## src/rtl/stage_ex_mlane.sv

```systemverilog
// Multi-cycle matrix execute lane unit.
// Forwards scalar and matrix operands at issue, latches them, then processes LPC lanes per cycle.
// The result is held on a valid/ready handshake; busy stalls ID/EX while an op is in flight.
module stage_ex_mlane #(
   parameter int unsigned XLEN  = 32,
   parameter int unsigned LANES = 4,
   parameter int unsigned LPC   = 1
) (
   input  logic                  clk,
   input  logic                  rst,
   input  logic                  flush,
   input  logic                  in_valid,
   output logic                  in_ready,
   input  logic [2:0]            in_mop,
   input  logic [XLEN-1:0]       in_op_a,
   input  logic [XLEN-1:0]       in_op_b,
   input  logic [LANES*XLEN-1:0] in_op_m,
   input  logic [1:0]            forward_a,
   input  logic [1:0]            forward_m,
   input  logic [XLEN-1:0]       me_alu_o,
   input  logic [XLEN-1:0]       w_regs_data,
   input  logic [LANES*XLEN-1:0] me_matrix_o,
   input  logic [LANES*XLEN-1:0] w_matrix_data,
   input  logic [1:0]            me_w_select,
   input  logic [1:0]            wb_w_select,
   input  logic [4:0]            me_rd,
   input  logic [4:0]            wb_rd,
   output logic                  out_valid,
   input  logic                  out_ready,
   output logic [LANES*XLEN-1:0] out_matrix,
   output logic [XLEN-1:0]       out_scalar,
   output logic                  out_is_matrix,
   output logic                  busy
);

   localparam int unsigned NBEAT = LANES / LPC;
   localparam int unsigned BW    = (NBEAT > 1) ? $clog2(NBEAT) : 1;
   localparam int unsigned LW    = $clog2(LANES);

   // Forwarding selects shared with the scalar pipeline.
   localparam logic [1:0] FwdExMem  = 2'b10;
   localparam logic [1:0] FwdMemWb  = 2'b01;
   localparam logic [1:0] SelScalar = 2'b10;
   localparam logic [2:0] MopMrsum  = 3'b110;

   typedef enum logic [1:0] {StIdle, StBusy, StDone} state_e;

   state_e                  state_q, state_d;
   logic [BW-1:0]           beat_q, beat_d;
   logic [2:0]              mop_q, mop_d;
   logic [XLEN-1:0]         op_a_q, op_a_d;
   logic [LW-1:0]           op_b_q, op_b_d;
   logic [LANES*XLEN-1:0]   op_m_q, op_m_d;
   logic [LANES*XLEN-1:0]   res_q, res_d;
   logic [XLEN-1:0]         acc_q, acc_d;
   logic                    is_mat_q, is_mat_d;
   logic [XLEN-1:0]         fwd_a;
   logic [LANES*XLEN-1:0]   fwd_m;
   logic                    accept;
   logic                    last_beat;
   logic                    unused_op_b;

   // Only the lane-index bits of rs2 matter for MINS.
   assign unused_op_b = ^in_op_b[XLEN-1:LW];

   assign accept    = (state_q == StIdle) && in_valid && !flush;
   assign last_beat = (beat_q == BW'(NBEAT - 1));

   function automatic logic [XLEN-1:0] lane_op(input logic [2:0] mop, input logic [XLEN-1:0] m,
                                              input logic [XLEN-1:0] a, input logic hit);
      logic [XLEN-1:0] r;
      case (mop)
         3'b000:  r = m + a;
         3'b001:  r = m - a;
         3'b010:  r = m & a;
         3'b011:  r = m | a;
         3'b100:  r = m ^ a;
         3'b101:  r = a;
         3'b110:  r = m;
         default: r = hit ? a : m;
      endcase
      return r;
   endfunction

   // Operand forwarding; a scalar write in MEM/WB overrides only the lane it names.
   always_comb begin
      case (forward_a)
         FwdExMem: fwd_a = me_alu_o;
         FwdMemWb: fwd_a = w_regs_data;
         default:  fwd_a = in_op_a;
      endcase
      fwd_m = in_op_m;
      for (int unsigned i = 0; i < LANES; i++) begin
         if (forward_m == FwdExMem) begin
            if (me_w_select == SelScalar) begin
               fwd_m[XLEN*i +: XLEN] = (me_rd == 5'(i)) ? me_alu_o : in_op_m[XLEN*i +: XLEN];
            end else begin
               fwd_m[XLEN*i +: XLEN] = me_matrix_o[XLEN*i +: XLEN];
            end
         end else if (forward_m == FwdMemWb) begin
            fwd_m[XLEN*i +: XLEN] = (wb_w_select == SelScalar && wb_rd == 5'(i)) ?
                                    w_regs_data : w_matrix_data[XLEN*i +: XLEN];
         end
      end
   end

   // State register.
   always_ff @(posedge clk) begin
      if (rst) state_q <= StIdle;
      else     state_q <= state_d;
   end

   // Next-state logic; flush aborts from any state.
   always_comb begin
      state_d = state_q;
      case (state_q)
         StIdle:  if (accept) state_d = StBusy;
         StBusy:  if (last_beat) state_d = StDone;
         StDone:  if (out_ready) state_d = StIdle;
         default: state_d = StIdle;
      endcase
      if (flush) state_d = StIdle;
   end

   // Handshake outputs decoded from state.
   always_comb begin
      in_ready  = (state_q == StIdle);
      busy      = (state_q != StIdle);
      out_valid = (state_q == StDone);
   end

   // Datapath next state: latch at accept, then one beat of lanes per BUSY cycle.
   always_comb begin
      int unsigned     idx;
      logic [XLEN-1:0] m;
      idx      = 0;
      m        = '0;
      beat_d   = beat_q;
      mop_d    = mop_q;
      op_a_d   = op_a_q;
      op_b_d   = op_b_q;
      op_m_d   = op_m_q;
      res_d    = res_q;
      acc_d    = acc_q;
      is_mat_d = is_mat_q;
      if (accept) begin
         beat_d   = '0;
         mop_d    = in_mop;
         op_a_d   = fwd_a;
         op_b_d   = in_op_b[LW-1:0];
         op_m_d   = fwd_m;
         acc_d    = '0;
         is_mat_d = (in_mop != MopMrsum);
      end else if (state_q == StBusy) begin
         for (int unsigned j = 0; j < LPC; j++) begin
            idx = LPC * 32'(beat_q) + j;
            m   = op_m_q[XLEN*idx +: XLEN];
            res_d[XLEN*idx +: XLEN] = lane_op(mop_q, m, op_a_q, op_b_q == LW'(idx));
            acc_d = acc_d + m;
         end
         beat_d = beat_q + 1'b1;
      end
   end

   // Datapath registers.
   always_ff @(posedge clk) begin
      if (rst) begin
         beat_q   <= '0;
         mop_q    <= '0;
         op_a_q   <= '0;
         op_b_q   <= '0;
         op_m_q   <= '0;
         res_q    <= '0;
         acc_q    <= '0;
         is_mat_q <= 1'b0;
      end else begin
         beat_q   <= beat_d;
         mop_q    <= mop_d;
         op_a_q   <= op_a_d;
         op_b_q   <= op_b_d;
         op_m_q   <= op_m_d;
         res_q    <= res_d;
         acc_q    <= acc_d;
         is_mat_q <= is_mat_d;
      end
   end

   assign out_matrix    = res_q;
   assign out_scalar    = is_mat_q ? res_q[XLEN-1:0] : acc_q;
   assign out_is_matrix = is_mat_q;

endmodule

```

## config.mk

```make
export PLATFORM = sky130hd
export DESIGN_NAME = stage_ex_mlane
export DESIGN_NICKNAME = d
export VERILOG_FILES = /design/src/rtl/stage_ex_mlane.sv
export SDC_FILE = /design/constraint.sdc
export NUM_CORES = 2
export LEC_CHECK = 0
export CAP_MARGIN = 20
export CORE_AREA = 2 2 270 272
export DETAILED_ROUTE_END_ITERATION = 8
export DIE_AREA = 0 0 272 274
export HOLD_SLACK_MARGIN = 0.06
export PLACE_DENSITY_LB_ADDON = 0.1
export SLEW_MARGIN = 10
export SYNTH_ARGS = -nofsm -noshare
export SYNTH_HDL_FRONTEND = slang
export SYNTH_SLANG_ARGS = --single-unit
```

## constraint.sdc

```tcl
create_clock -name clk -period 11.2 [get_ports clk]
set_input_delay 2.24 -clock clk [delete_from_list [all_inputs] [get_ports clk]]
set_output_delay 2.24 -clock clk [all_outputs]
set_load 0.01 [all_outputs]
```

==> reports/qor.csv <==
stage;metric;value;unit
synthesis;largest family of logic cells by synthesized area;compound AO/OA/AOI/OAI gates;
placement;dpl cell area;32790;sq um
sta;Tightest Pin Transition;1.259;ns
sta;Final Max Tran Viols;0;
layout;Final Net Count;4514;
synthesis;syn avg cell area;7.549;sq um
drt;DR vias;29066;
clock_network;H-tree levels;2;
drt;ANT nets after route;0;
clock_network;Clk Latency, worst-skew pair;0.59;ns
global_routing;met3 usage;0.07514;
synthesis;synth unique cells;76;
clock_network;post-cts sizing count;0;
clock_network;CTS buffer count;40;
placement;post-DP HPWL;103.1;mm
critical_path;critical path data arrival time;6.61;ns
drt;Via-to-Cell Ratio;5.976;
synthesis;Post-synth EDFFs;0;
power_and_ir_drop;VDD IR-drop max;88.46;uV
global_routing;largest net degree at the start of global routing;168;
layout;fraction of layout cells with a size suffix above 1;0.06050;
clock_network;clock buffer depth;3;
sta;endpoints failing setup;0;
critical_path;Worst Reg2Reg Path Length in Cells;14;
synthesis;synthesized cell area;25420;sq um
drt;Detailed Route Iter0 Violations;3191;
power_and_ir_drop;Tot Pwr;4.080;mW
synthesis;Post-Syn Instances;3368;
floorplan;num rows;99;
sta;Rel. slew slack;0.1550;
synthesis;Main synth FF type;dfxtp_1;
global_routing;global-route wire length before repair;192.2;mm
critical_path;CP required;11.69;ns
drt;first drt pass iteration count;6;
global_routing;grt met2 use;0.5540;
synthesis;multiplexer share of the synthesized area;0.09370;
critical_path;crit end category;flip-flop;
synthesis;synth top area cells;dfxtp_1 (26%), ha_1 (6.6%), nand2_1 (5.8%);
clock_network;TritonCTS clock tree;built;
clock_network;CTS clock-pin slew for the worst setup and hold paths;0.06;ns
sta;setup tns final;0;ns
layout;Seq. cell area;6611;sq um
floorplan;Die X;272;um
critical_path;critical path class;flip-flop to flip-flop;
critical_path;Setup crit start kind;flip-flop;
critical_path;Worst R2R Start;mop_q[0]$_SDFFE_PP0P_;
layout;Design Area, Final;34220;sq um
sta;FMAX;163.5;MHz
synthesis;Synth warnings;0;
clock_network;number of setup buffers added after CTS;0;
sta;Hold Vio Cnt, Final;0;
floorplan;core area;71970;sq um
critical_path;worst setup path end;out_matrix[48]$_SDFFE_PP0P_;
synthesis;largest area contributor in the netlist;dfxtp_1;
global_routing;global-route usage over all layers;0.3491;
layout;area occupied by multi-input gates;17410;sq um
drt;final wirelength;136.0;mm
global_routing;total grt overflow;0;
floorplan;Die Area;74530;sq um
power_and_ir_drop;leakage power;12.71;nW
synthesis;Post-synth top cells;nand2_1 (394), nor2_1 (394), dfxtp_1 (330);
floorplan;Initial Utilization;0.3533;
critical_path;Critical R2R Capture;out_matrix[48]$_SDFFE_PP0P_;
synthesis;Syn Nets;4043;
outcome;outcome;complete, no violations;
power_and_ir_drop;Power Density;119.2;nW/um^2
synthesis;Compound-Gate Fraction of Synth Area;0.3154;
sta;Final period util;0.5460;
sta;Setup Skew;0.02968;ns
clock_network;Root Buffer;clkbuf_16;
synthesis;Post-Synth XOR/XNOR Area;0.02480;
synthesis;asr flop ratio synth;0;
global_routing;initial antenna violation count;57;
placement;number of buffers added on ports;671;
layout;final cell count without fillers;4864;
critical_path;worst-path fanout max;66;
layout;number of fill cells in the layout;7370;
layout;Synth-to-Final Area Change;34.61;%
sta;RSZ-0062 raised after global routing;no;
critical_path;R2R Setup Slk;5.09;ns
placement;DP Cell Count;4756;
global_routing;GR peak layer;met2;
synthesis;Post-Synth Simple-Gate Area;0.1795;
sta;min Tclk post-route;6.115;ns
min_path;Hold Crit Class;flip-flop to flip-flop;
drt;DR WL/cell;27.95;um
floorplan;num ports;702;
global_routing;met1 usage;0.4555;
critical_path;crit path launch;mop_q[0]$_SDFFE_PP0P_;
synthesis;number of synthesized register bits;330;
global_routing;vias in the first global route;26929;
synthesis;Seq/Total Area, Yosys;0.2598;
drt;residual DRC count;0;
synthesis;adder-cell share of the synthesized area;0.06801;
clock_network;hold_buf cts;0;
clock_network;clock tree sinks;330;
floorplan;Die Ht;274;um
synthesis;top cell type's share of synthesized area;0.2598;
run;MaxCap Viol Count;0;
layout;fin util;0.4755;
placement;GPL Wtd Cong;0.9890;
power breakdown:
part / leakage, nW / internal [mW] / total (mW) / switching (mW)
combinational: 9.36 / 0.573 / 1.47 / 0.896
clock: 0.669 / 0.788 / 1.34 / 0.549
sequential: 2.69 / 1.22 / 1.27 / 0.0499
total: 12.7 / 2.59 / 4.08 / 1.49
routing by layer:
layer,share of wire,up-vias,wire (um)
li1,-,13427,-
met1,0.41,13945,56300
met2,0.45,1438,61390
met3,0.091,230,12400
met4,0.042,26,5699
met5,0.0012,-,167
stage by stage:
stage          setup WS (ns)  hold slack, ns
3_5_place_dp           5.229          0.4429
2_1_floorplan          6.314          0.4442
3_3_place_gp           5.257          0.4392
5_1_grt                4.767          0.4797
6_report               5.085          0.4494
4_1_cts                5.174          0.4505
cell families after synthesis:
group                      count (synthesis)
xor gates and xnor gates                  72
AOI/OAI and AO/OA                       1178
adders and majority gates                137
and+or+nand+nor                         1060
buffers and inverters                    397
DFF                                      330
muxes                                    194
final cells by class:
| cell class | count | area share |
|---|---|---|
| Sequential cell | 330 | 0.1932 |
| Timing Repair Buffer | 731 | 0.2107 |
| Multi-Input combinational cell | 2641 | 0.5088 |
| Tap cell | 959 | 0.03506 |
| Inverter | 95 | 0.01042 |
| Clock buffer | 58 | 0.03473 |
| Antenna cell | 37 | 0.002705 |
| Clock inverter | 13 | 0.004460 |
worst min-delay path by stage:
stage          cells past startpoint                          end                   startpoint  slack, ns
4_1_cts                            2  out_matrix[67]$_SDFFE_PP0P_  out_matrix[67]$_SDFFE_PP0P_       0.45
3_3_place_gp                       2  out_matrix[37]$_SDFFE_PP0P_  out_matrix[37]$_SDFFE_PP0P_       0.44
3_5_place_dp                       2  out_matrix[67]$_SDFFE_PP0P_  out_matrix[67]$_SDFFE_PP0P_       0.44
5_1_grt                            2  out_matrix[35]$_SDFFE_PP0P_  out_matrix[35]$_SDFFE_PP0P_       0.48
6_report                           2  out_matrix[67]$_SDFFE_PP0P_  out_matrix[67]$_SDFFE_PP0P_       0.45
2_1_floorplan                      2       acc_q[31]$_SDFFE_PP0N_       acc_q[31]$_SDFFE_PP0N_       0.44
worst max-delay path, stage by stage, from the launching register on:
cell and delay, ns:
dfxtp_2 0.56, buf_4 0.71, nand2_1 0.69, mux2i_1 0.30, fa_1 0.48, a21o_1 0.17
a21oi_1 0.24, o21ai_0 0.21, a2111oi_2 0.65, o31ai_1 0.23, a21bo_2 0.26, mux2i_1 0.19
a2bb2oi_1 0.98, a22oi_1 0.16, nor2_1 0.14
registers in the layout (all words and copies together), names as in the netlist:
register / cells
acc_q: 32
beat_q: 2
mop_q: 3
op_a_q: 32
op_b_q: 2
op_m_q: 128
out_is_matrix: 1
out_matrix: 128
state_q: 2
placed cells by master, fill, tap and decap left out, drive strengths merged, types with 11 or more instances in the layout:
cell	synthesis	layout
nor2	395	395
nand2	394	394
o21ai	294	294
o221ai	101	101
diode	0	37
a32oi	17	17
and2	12	12
a31oi	26	26
nand4	11	11
a21oi	151	151
inv	93	97
xnor2	57	57
mux2	32	32
a22oi	194	194
a221oi	12	12
mux4	32	32
buf	42	62
dfxtp	330	330
mux2i	130	130
a21o	28	28
o211ai	75	75
clkdlybuf4s50	0	668
clkbuf	260	59
nor2b	28	28
o22a	64	64
a211oi	140	140
nand3	61	61
o21a	11	11
nor3	84	84
nand3b	13	13
xor2	15	15
ha	135	135
nand2b	24	24
Note: power is estimated with default switching activity, not from simulation.
